File: src/rtl/mpu_load_stream_if.sv
// Load-stream bus: command, element beats, status and register-file write port.
// The slave view belongs to the loader; the master view belongs to its environment.
interface mpu_load_stream_if #(
    parameter int FP       = 32,
    parameter int M        = 4,
    parameter int N        = 4,
    parameter int NUM_MREG = 4
);
    localparam int MBITS = $clog2(M + 1);
    localparam int NBITS = $clog2(N + 1);
    localparam int ABITS = (NUM_MREG > 1) ? $clog2(NUM_MREG) : 1;

    logic             cmd_valid_in;
    logic             cmd_ready_out;
    logic [MBITS-1:0] mem_m_load_size_in;
    logic [NBITS-1:0] mem_n_load_size_in;
    logic [ABITS-1:0] mem_load_addr_in;
    logic             mem_transpose_in;

    logic             mem_elem_valid_in;
    logic             mem_elem_ready_out;
    logic [FP-1:0]    mem_load_element_in;
    logic             abort_in;

    logic             mem_load_error_out;
    logic [1:0]       mem_load_err_code_out;
    logic             mem_load_done_out;

    logic             reg_load_en_out;
    logic             reg_load_ready_in;
    logic [ABITS-1:0] reg_load_addr_out;
    logic [FP-1:0]    reg_load_element_out;
    logic [MBITS-1:0] reg_i_load_loc_out;
    logic [NBITS-1:0] reg_j_load_loc_out;
    logic [MBITS-1:0] reg_m_load_size_out;
    logic [NBITS-1:0] reg_n_load_size_out;

    modport slave (
        input  cmd_valid_in,
        output cmd_ready_out,
        input  mem_m_load_size_in,
        input  mem_n_load_size_in,
        input  mem_load_addr_in,
        input  mem_transpose_in,
        input  mem_elem_valid_in,
        output mem_elem_ready_out,
        input  mem_load_element_in,
        input  abort_in,
        output mem_load_error_out,
        output mem_load_err_code_out,
        output mem_load_done_out,
        output reg_load_en_out,
        input  reg_load_ready_in,
        output reg_load_addr_out,
        output reg_load_element_out,
        output reg_i_load_loc_out,
        output reg_j_load_loc_out,
        output reg_m_load_size_out,
        output reg_n_load_size_out
    );

    modport master (
        output cmd_valid_in,
        input  cmd_ready_out,
        output mem_m_load_size_in,
        output mem_n_load_size_in,
        output mem_load_addr_in,
        output mem_transpose_in,
        output mem_elem_valid_in,
        input  mem_elem_ready_out,
        output mem_load_element_in,
        output abort_in,
        input  mem_load_error_out,
        input  mem_load_err_code_out,
        input  mem_load_done_out,
        input  reg_load_en_out,
        output reg_load_ready_in,
        input  reg_load_addr_out,
        input  reg_load_element_out,
        input  reg_i_load_loc_out,
        input  reg_j_load_loc_out,
        input  reg_m_load_size_out,
        input  reg_n_load_size_out
    );
endinterface

File: src/rtl/mpu_load_stream.sv
// Streaming matrix loader: one command, then one element per beat into the
// matrix register file through a single back-pressured output stage.
module mpu_load_stream #(
    parameter int FP       = 32,
    parameter int M        = 4,
    parameter int N        = 4,
    parameter int NUM_MREG = 4
) (
    input logic              clk,
    input logic              rst,
    mpu_load_stream_if.slave bus
);
    localparam int MBITS = $clog2(M + 1);
    localparam int NBITS = $clog2(N + 1);

    localparam logic [1:0] IDLE  = 2'd0;
    localparam logic [1:0] LOAD  = 2'd1;
    localparam logic [1:0] DRAIN = 2'd2;

    localparam logic [MBITS-1:0] M_ONE = MBITS'(1);
    localparam logic [NBITS-1:0] N_ONE = NBITS'(1);

    logic [1:0]       state;
    logic [MBITS-1:0] m_size;
    logic [NBITS-1:0] n_size;
    logic             trans;
    logic [MBITS-1:0] row;
    logic [NBITS-1:0] col;

    logic dims_bad;
    logic addr_bad;
    logic cmd_take;
    logic beat;
    logic out_acc;
    logic abort;
    logic col_last;
    logic row_last;

    // Command validation; sizes are widened so the limit checks never wrap.
    always_comb begin
        dims_bad = (bus.mem_m_load_size_in == '0)
                || (bus.mem_n_load_size_in == '0)
                || (32'(bus.mem_m_load_size_in) > M)
                || (32'(bus.mem_n_load_size_in) > N)
                || (bus.mem_transpose_in
                    && ((32'(bus.mem_n_load_size_in) > M)
                     || (32'(bus.mem_m_load_size_in) > N)));
        addr_bad = 32'(bus.mem_load_addr_in) >= NUM_MREG;
        cmd_take = (state == IDLE) && bus.cmd_valid_in
                && !dims_bad && !addr_bad;
    end

    // Handshakes: element ready whenever the output stage is empty or draining.
    always_comb begin
        bus.cmd_ready_out      = (state == IDLE);
        bus.mem_elem_ready_out = (state == LOAD)
                              && (!bus.reg_load_en_out || bus.reg_load_ready_in);
        beat     = bus.mem_elem_valid_in && bus.mem_elem_ready_out;
        out_acc  = bus.reg_load_en_out && bus.reg_load_ready_in;
        abort    = bus.abort_in && (state != IDLE);
        col_last = (col == n_size - N_ONE);
        row_last = (row == m_size - M_ONE);
    end

    // Control: state, source-order counters and the sticky error status.
    always_ff @(posedge clk or negedge rst) begin
        if (!rst) begin
            state                     <= IDLE;
            m_size                    <= '0;
            n_size                    <= '0;
            trans                     <= 1'b0;
            row                       <= '0;
            col                       <= '0;
            bus.mem_load_error_out    <= 1'b0;
            bus.mem_load_err_code_out <= 2'd0;
        end else begin
            case (state)
                IDLE: begin
                    if (bus.cmd_valid_in) begin
                        if (dims_bad) begin
                            bus.mem_load_error_out    <= 1'b1;
                            bus.mem_load_err_code_out <= 2'd1;
                        end else if (addr_bad) begin
                            bus.mem_load_error_out    <= 1'b1;
                            bus.mem_load_err_code_out <= 2'd2;
                        end else begin
                            m_size                    <= bus.mem_m_load_size_in;
                            n_size                    <= bus.mem_n_load_size_in;
                            trans                     <= bus.mem_transpose_in;
                            row                       <= '0;
                            col                       <= '0;
                            bus.mem_load_error_out    <= 1'b0;
                            bus.mem_load_err_code_out <= 2'd0;
                            state                     <= LOAD;
                        end
                    end
                end
                LOAD: begin
                    if (abort) begin
                        bus.mem_load_error_out    <= 1'b1;
                        bus.mem_load_err_code_out <= 2'd3;
                        state                     <= IDLE;
                    end else if (beat) begin
                        if (col_last) begin
                            col <= '0;
                            row <= row + M_ONE;
                            if (row_last) begin
                                state <= DRAIN;
                            end
                        end else begin
                            col <= col + N_ONE;
                        end
                    end
                end
                DRAIN: begin
                    if (abort) begin
                        bus.mem_load_error_out    <= 1'b1;
                        bus.mem_load_err_code_out <= 2'd3;
                        state                     <= IDLE;
                    end else if (out_acc) begin
                        state <= IDLE;
                    end
                end
                default: begin
                    state <= IDLE;
                end
            endcase
        end
    end

    // Output stage: one held register-file write, replaced at full rate.
    always_ff @(posedge clk or negedge rst) begin
        if (!rst) begin
            bus.mem_load_done_out    <= 1'b0;
            bus.reg_load_en_out      <= 1'b0;
            bus.reg_load_addr_out    <= '0;
            bus.reg_load_element_out <= '0;
            bus.reg_i_load_loc_out   <= '0;
            bus.reg_j_load_loc_out   <= '0;
            bus.reg_m_load_size_out  <= '0;
            bus.reg_n_load_size_out  <= '0;
        end else begin
            bus.mem_load_done_out <= 1'b0;
            if (cmd_take) begin
                bus.reg_load_addr_out <= bus.mem_load_addr_in;
                if (bus.mem_transpose_in) begin
                    bus.reg_m_load_size_out <= MBITS'(bus.mem_n_load_size_in);
                    bus.reg_n_load_size_out <= NBITS'(bus.mem_m_load_size_in);
                end else begin
                    bus.reg_m_load_size_out <= bus.mem_m_load_size_in;
                    bus.reg_n_load_size_out <= bus.mem_n_load_size_in;
                end
            end
            if (abort) begin
                bus.reg_load_en_out <= 1'b0;
            end else if (beat) begin
                bus.reg_load_en_out      <= 1'b1;
                bus.reg_load_element_out <= bus.mem_load_element_in;
                if (trans) begin
                    bus.reg_i_load_loc_out <= MBITS'(col);
                    bus.reg_j_load_loc_out <= NBITS'(row);
                end else begin
                    bus.reg_i_load_loc_out <= row;
                    bus.reg_j_load_loc_out <= col;
                end
            end else if (out_acc) begin
                bus.reg_load_en_out   <= 1'b0;
                bus.mem_load_done_out <= (state == DRAIN);
            end
        end
    end
endmodule

File: src/flat_wrapper.sv
// flat-port wrapper written by rule: the top's interface ports become plain ports
module mpu_load_stream_flat 
#(
    parameter int FP       = 32,
    parameter int M        = 4,
    parameter int N        = 4,
    parameter int NUM_MREG = 4
)
  (clk, rst, bus_cmd_valid_in, bus_cmd_ready_out, bus_mem_m_load_size_in, bus_mem_n_load_size_in, bus_mem_load_addr_in, bus_mem_transpose_in, bus_mem_elem_valid_in, bus_mem_elem_ready_out, bus_mem_load_element_in, bus_abort_in, bus_mem_load_error_out, bus_mem_load_err_code_out, bus_mem_load_done_out, bus_reg_load_en_out, bus_reg_load_ready_in, bus_reg_load_addr_out, bus_reg_load_element_out, bus_reg_i_load_loc_out, bus_reg_j_load_loc_out, bus_reg_m_load_size_out, bus_reg_n_load_size_out);
  mpu_load_stream_if #(.FP(FP), .M(M), .N(N), .NUM_MREG(NUM_MREG)) bus_i ();
  input logic clk;
  input logic rst;
  input wire logic [$bits(bus_i.cmd_valid_in)-1:0] bus_cmd_valid_in;
  output wire logic [$bits(bus_i.cmd_ready_out)-1:0] bus_cmd_ready_out;
  input wire logic [$bits(bus_i.mem_m_load_size_in)-1:0] bus_mem_m_load_size_in;
  input wire logic [$bits(bus_i.mem_n_load_size_in)-1:0] bus_mem_n_load_size_in;
  input wire logic [$bits(bus_i.mem_load_addr_in)-1:0] bus_mem_load_addr_in;
  input wire logic [$bits(bus_i.mem_transpose_in)-1:0] bus_mem_transpose_in;
  input wire logic [$bits(bus_i.mem_elem_valid_in)-1:0] bus_mem_elem_valid_in;
  output wire logic [$bits(bus_i.mem_elem_ready_out)-1:0] bus_mem_elem_ready_out;
  input wire logic [$bits(bus_i.mem_load_element_in)-1:0] bus_mem_load_element_in;
  input wire logic [$bits(bus_i.abort_in)-1:0] bus_abort_in;
  output wire logic [$bits(bus_i.mem_load_error_out)-1:0] bus_mem_load_error_out;
  output wire logic [$bits(bus_i.mem_load_err_code_out)-1:0] bus_mem_load_err_code_out;
  output wire logic [$bits(bus_i.mem_load_done_out)-1:0] bus_mem_load_done_out;
  output wire logic [$bits(bus_i.reg_load_en_out)-1:0] bus_reg_load_en_out;
  input wire logic [$bits(bus_i.reg_load_ready_in)-1:0] bus_reg_load_ready_in;
  output wire logic [$bits(bus_i.reg_load_addr_out)-1:0] bus_reg_load_addr_out;
  output wire logic [$bits(bus_i.reg_load_element_out)-1:0] bus_reg_load_element_out;
  output wire logic [$bits(bus_i.reg_i_load_loc_out)-1:0] bus_reg_i_load_loc_out;
  output wire logic [$bits(bus_i.reg_j_load_loc_out)-1:0] bus_reg_j_load_loc_out;
  output wire logic [$bits(bus_i.reg_m_load_size_out)-1:0] bus_reg_m_load_size_out;
  output wire logic [$bits(bus_i.reg_n_load_size_out)-1:0] bus_reg_n_load_size_out;
  assign bus_i.cmd_valid_in = bus_cmd_valid_in;
  assign bus_cmd_ready_out = bus_i.cmd_ready_out;
  assign bus_i.mem_m_load_size_in = bus_mem_m_load_size_in;
  assign bus_i.mem_n_load_size_in = bus_mem_n_load_size_in;
  assign bus_i.mem_load_addr_in = bus_mem_load_addr_in;
  assign bus_i.mem_transpose_in = bus_mem_transpose_in;
  assign bus_i.mem_elem_valid_in = bus_mem_elem_valid_in;
  assign bus_mem_elem_ready_out = bus_i.mem_elem_ready_out;
  assign bus_i.mem_load_element_in = bus_mem_load_element_in;
  assign bus_i.abort_in = bus_abort_in;
  assign bus_mem_load_error_out = bus_i.mem_load_error_out;
  assign bus_mem_load_err_code_out = bus_i.mem_load_err_code_out;
  assign bus_mem_load_done_out = bus_i.mem_load_done_out;
  assign bus_reg_load_en_out = bus_i.reg_load_en_out;
  assign bus_i.reg_load_ready_in = bus_reg_load_ready_in;
  assign bus_reg_load_addr_out = bus_i.reg_load_addr_out;
  assign bus_reg_load_element_out = bus_i.reg_load_element_out;
  assign bus_reg_i_load_loc_out = bus_i.reg_i_load_loc_out;
  assign bus_reg_j_load_loc_out = bus_i.reg_j_load_loc_out;
  assign bus_reg_m_load_size_out = bus_i.reg_m_load_size_out;
  assign bus_reg_n_load_size_out = bus_i.reg_n_load_size_out;
  mpu_load_stream #(.FP(FP), .M(M), .N(N), .NUM_MREG(NUM_MREG)) u_core (.clk(clk), .rst(rst), .bus(bus_i));
endmodule
File: config.mk
export PLATFORM = sky130hd
export DESIGN_NAME = mpu_load_stream_flat
export DESIGN_NICKNAME = d
export VERILOG_FILES = /design/src/rtl/mpu_load_stream_if.sv /design/src/rtl/mpu_load_stream.sv /design/src/flat_wrapper.sv
export SDC_FILE = /design/constraint.sdc
export NUM_CORES = 1
export LEC_CHECK = 0
export ABC_CLOCK_PERIOD_IN_PS = 3790
export BUFFER_PORTS_ARGS = -buffer_cell sky130_fd_sc_hd__buf_2
export CORE_UTILIZATION = 57
export CTS_BUF_LIST = sky130_fd_sc_hd__clkbuf_4 sky130_fd_sc_hd__clkbuf_8
export DETAILED_ROUTE_END_ITERATION = 8
export PLACE_DENSITY = 0.95
export SYNTH_ARGS = -nofsm -noshare
export SYNTH_HDL_FRONTEND = slang
export SYNTH_SLANG_ARGS = --single-unit
File: constraint.sdc
create_clock -name clk -period 3.79 [get_ports clk]
set_input_delay 0 -clock clk [delete_from_list [all_inputs] [get_ports clk]]
set_output_delay 0 -clock clk [all_outputs]
set_load 0.03 [all_outputs]
==> flow_metrics.py <==
metrics = {
    "outcome": {
        "status": "complete, no violations",
    },
    "sta": {
        "finClkSkew_ps": 14.53,
        "drv_slew": 0,
        "setup_viol": 0,
        "setup-tns-final_ps": 0,
        "post-route-worst-setup-slack_ps": 1056,
        "fin_crit_ps": 2734,
        "rsz0062_at_grt": "false",
        "tightestPinTransition_ps": 870.0,
        "clock.fmax_ghz": 0.3657,
        "finalHoldViolCount": 0,
        "fin_crit_sh_pct": 72.14,
        "slew-limit-headroom_pct": 42.00,
    },
    "clock_tree": {
        "numClockSinks": 65,
        "clkTransAtPathRegs_ps": 70,
        "clockBufferDepth": 2,
        "insertion_delay_ps": 340,
        "cts-root-buf": "clkbuf_8",
        "cts_tree": "done",
        "cts_buffers": 9,
        "cts.htree.levels": 3,
    },
    "setup_path": {
        "rrSetupSlack_ps": 1060,
        "rr_startpoint": "u_core.state[1]$_DFFE_PN0P_",
        "critPathCaptureType": "flip-flop",
        "slowest_stage": "and2_2",
        "cp_data_arrival_time_ps": 2950,
        "critPathKind": "flip-flop to flip-flop",
        "cp_max_fo": 38,
        "cp-start-kind": "flip-flop",
        "crit_chain": "inv_1, ha_1, nand2_1, and2b_1, and2_2, mux2_2",
        "cp_slowest_stage_delay_ps": 750,
        "required_ps": 4010,
        "r2r_cells": 6,
        "rr_endpoint": "u_core.bus.reg_i_load_loc_out[0]$_DFFE_PN0P_",
    },
    "synthesis": {
        "synth_xor_area_share_pct": 2.563,
        "synthCells": 248,
        "synth_top_area_share_pct": 52.06,
        "async_flop_share_pct": 100.0,
        "ys_types": 46,
        "synth_warnings": 0,
        "synthAdderAreaFrac_pct": 2.803,
        "synth_edf_count": 0,
        "synth.most_common_cell": "dfrtp_1",
        "synth_common_cells": "65 x dfrtp_1, 45 x mux2_2, 12 x a21oi_1, 11 x nand2_1, 11 x nor2_1",
        "synth_nets": 302,
        "synth_top_cell_by_area": "dfrtp_1",
        "synth_seq_area_share_pct": 52.06,
        "synth-compound-area-share_pct": 11.61,
        "yosys-top-cells-area": "dfrtp_1 52%, mux2_2 16%, ha_1 2.8%",
        "yosys.area_share.simple_pct": 8.730,
        "syn_area_per_cell_sq_um": 12.60,
        "ys_ff_latch": 65,
        "syn-cell-area_sq_um": 3124,
        "muxShareOfSynthArea_pct": 19.14,
        "synth_top_family_by_area": "multiplexers",
        "synth_ff_type": "dfrtp_1",
    },
    "place": {
        "routabilityCongestion": 0.8162,
        "port_buffers": 99,
        "place_ws_ps": 1140,
        "dp_hpwl_mm": 4.582,
    },
    "power_and_ir_drop": {
        "power_per_cell_area_nw_per_um2": 879.3,
        "ir_worst_vdd_v": 0.0005300,
        "power.leakage_nw": 2.019,
    },
    "grt": {
        "grt_pass1_wl_mm": 13.10,
        "overflow": 0,
        "grt_start_max_net_pins": 66,
        "antenna_found_initial": 0,
        "grt_pass1_vias": 2785,
        "track_usage_pct": 29.06,
    },
    "floorplanning": {
        "die_h_microns": 76.04,
        "num_rows": 26,
        "dieArea_sq_um": 5781,
        "num_io_pins": 100,
        "initial_core_util_pct": 60.02,
        "core-area_sq_um": 5205,
        "die_x_microns": 76.04,
    },
    "routing": {
        "wl_mm": 7.934,
        "firstDrtPassIters": 4,
        "drc_errors": 0,
        "wl_per_cell_microns": 17.06,
        "num_vias": 2624,
        "drtIter0Drc": 158,
        "avgViaCountPerCell": 5.643,
        "drtAntennaViolNets": 0,
    },
    "layout": {
        "diodes": 0,
        "drive_gt1_share_pct": 42.78,
        "synthToLayoutAreaGrowth_pct": 37.08,
        "fill_cells": 292,
        "nets": 444,
    },
    "worst_hold_path": {
        "worst_hold_path_type": "primary input to flip-flop",
        "min_to": "u_core.bus.mem_load_error_out$_DFFE_PN0P_",
        "worst_hold_path.num_cells": 3,
        "holdCritStartpoint": "bus_cmd_valid_in",
    },
    "job": {
        "cap_violations": 0,
    },
}
[state kept, by name (all words and copies together), names as in the netlist, 3 cells and up]
| register | count |
|---|---|
| u_core.bus.reg_load_element_out | 32 |
| u_core.bus.reg_i_load_loc_out | 3 |
| u_core.bus.reg_j_load_loc_out | 3 |
| u_core.bus.reg_m_load_size_out | 3 |
| u_core.bus.reg_n_load_size_out | 3 |
| u_core.col | 3 |
| u_core.m_size | 3 |
| u_core.n_size | 3 |
| u_core.row | 3 |
[layer usage]
metal | routed length, microns | GRT usage [%] | up-vias
li1 | - | - | 1184
met1 | 2941 | 33.09 | 1291
met2 | 4270 | 51.82 | 123
met3 | 476 | 6.707 | 26
met4 | 245 | 13.46 | 0
met5 | 0 | 0 | -
[layout make-up]
cell class | instances | area [sq um] | share of cell area, %
Clock buffer | 10 | 137.6 | 3.214
Timing Repair Buffer | 143 | 933.4 | 21.79
Clock inverter | 6 | 65.06 | 1.519
Sequential cell | 65 | 1627 | 37.98
Multi-Input combinational cell | 163 | 1403 | 32.75
Inverter | 8 | 30.03 | 0.7011
Tap cell | 70 | 87.58 | 2.045
[report_power, final]
group          internal [mW]  switching (mW)  leakage, nW  total [mW]
Combinational          0.730            1.17         1.13        1.90
Clock                  0.323           0.288        0.103       0.611
Sequential              1.02           0.231        0.785        1.25
Total                   2.07            1.69         2.02        3.77
[metrics by stage]
stage / total power [mW] / hold slack [ps] / util [%] / cells / cell area (sq um)
final: 3.766 / 77.56 / 82.28 / 465 / 4283
after global routing: 3.959 / 97.87 / 82.28 / 465 / 4283
after CTS: 3.695 / 66.65 / 82.28 / 465 / 4283
after detailed placement: 3.056 / 225.7 / 70.12 / 406 / 3650
after global placement: 2.972 / 209.7 / 70.12 / 406 / 3650
after floorplan: 2.571 / -295.6 / - / 248 / 3124
[worst max-delay path by stage]
| stage | start | to | slack, ps | depth (start not counted) |
|---|---|---|---|---|
| finish | u_core.state[1]$_DFFE_PN0P_ | u_core.bus.reg_i_load_loc_out[0]$_DFFE_PN0P_ | 1060 | 6 |
| global route | u_core.state[1]$_DFFE_PN0P_ | u_core.bus.reg_load_element_out[5]$_DFFE_PN0P_ | 940 | 6 |
| CTS | u_core.state[1]$_DFFE_PN0P_ | u_core.bus.reg_load_element_out[9]$_DFFE_PN0P_ | 1120 | 6 |
| detailed placement | u_core.state[1]$_DFFE_PN0P_ | u_core.bus.reg_load_element_out[9]$_DFFE_PN0P_ | 1140 | 6 |
| global placement | u_core.state[1]$_DFFE_PN0P_ | u_core.bus.reg_load_element_out[29]$_DFFE_PN0P_ | 1300 | 6 |
| floorplan | u_core.state[0]$_DFFE_PN0P_ | u_core.col[0]$_DFFE_PN0P_ | 1640 | 6 |
[placed cells by master, fill, tap and decap left out, types with 4 or more instances in the layout]
cell | synthesis | final
inv_1 | 8 | 8
a21oi_1 | 12 | 12
mux2i_1 | 8 | 8
dlygate4sd3_1 | 0 | 43
mux2_2 | 45 | 45
o21ai_0 | 7 | 7
nor2_1 | 11 | 11
xor2_1 | 4 | 4
buf_2 | 5 | 99
ha_1 | 7 | 7
nand2b_1 | 5 | 5
nand2_1 | 11 | 11
dfrtp_1 | 65 | 65
clkbuf_8 | 0 | 10
[cells by family after synthesis]
group | count (synthesis)
flip-flops | 65
multiplexers | 54
AND/OR/NAND/NOR | 50
AO/OA/AOI/OAI | 46
buffers and inverters | 20
adder cells (fa/ha/maj) | 7
XOR/XNOR | 6
[timing repair]
action / in CTS / in global routing
hold buffers: 43 / 0
buffers inserted: 0 / 0
endpoints found under the hold margin: 107 / 0
gates resized for setup: 0 / 0
[critical path, delay by kind of cell, from the launching register on]
kind,cells,cell delay [ps]
mux,1,420
simple gates,3,1230
fa+ha+maj,1,440
buf+inv,1,110
flops,1,390
Power figures use the tool's default switching activity.
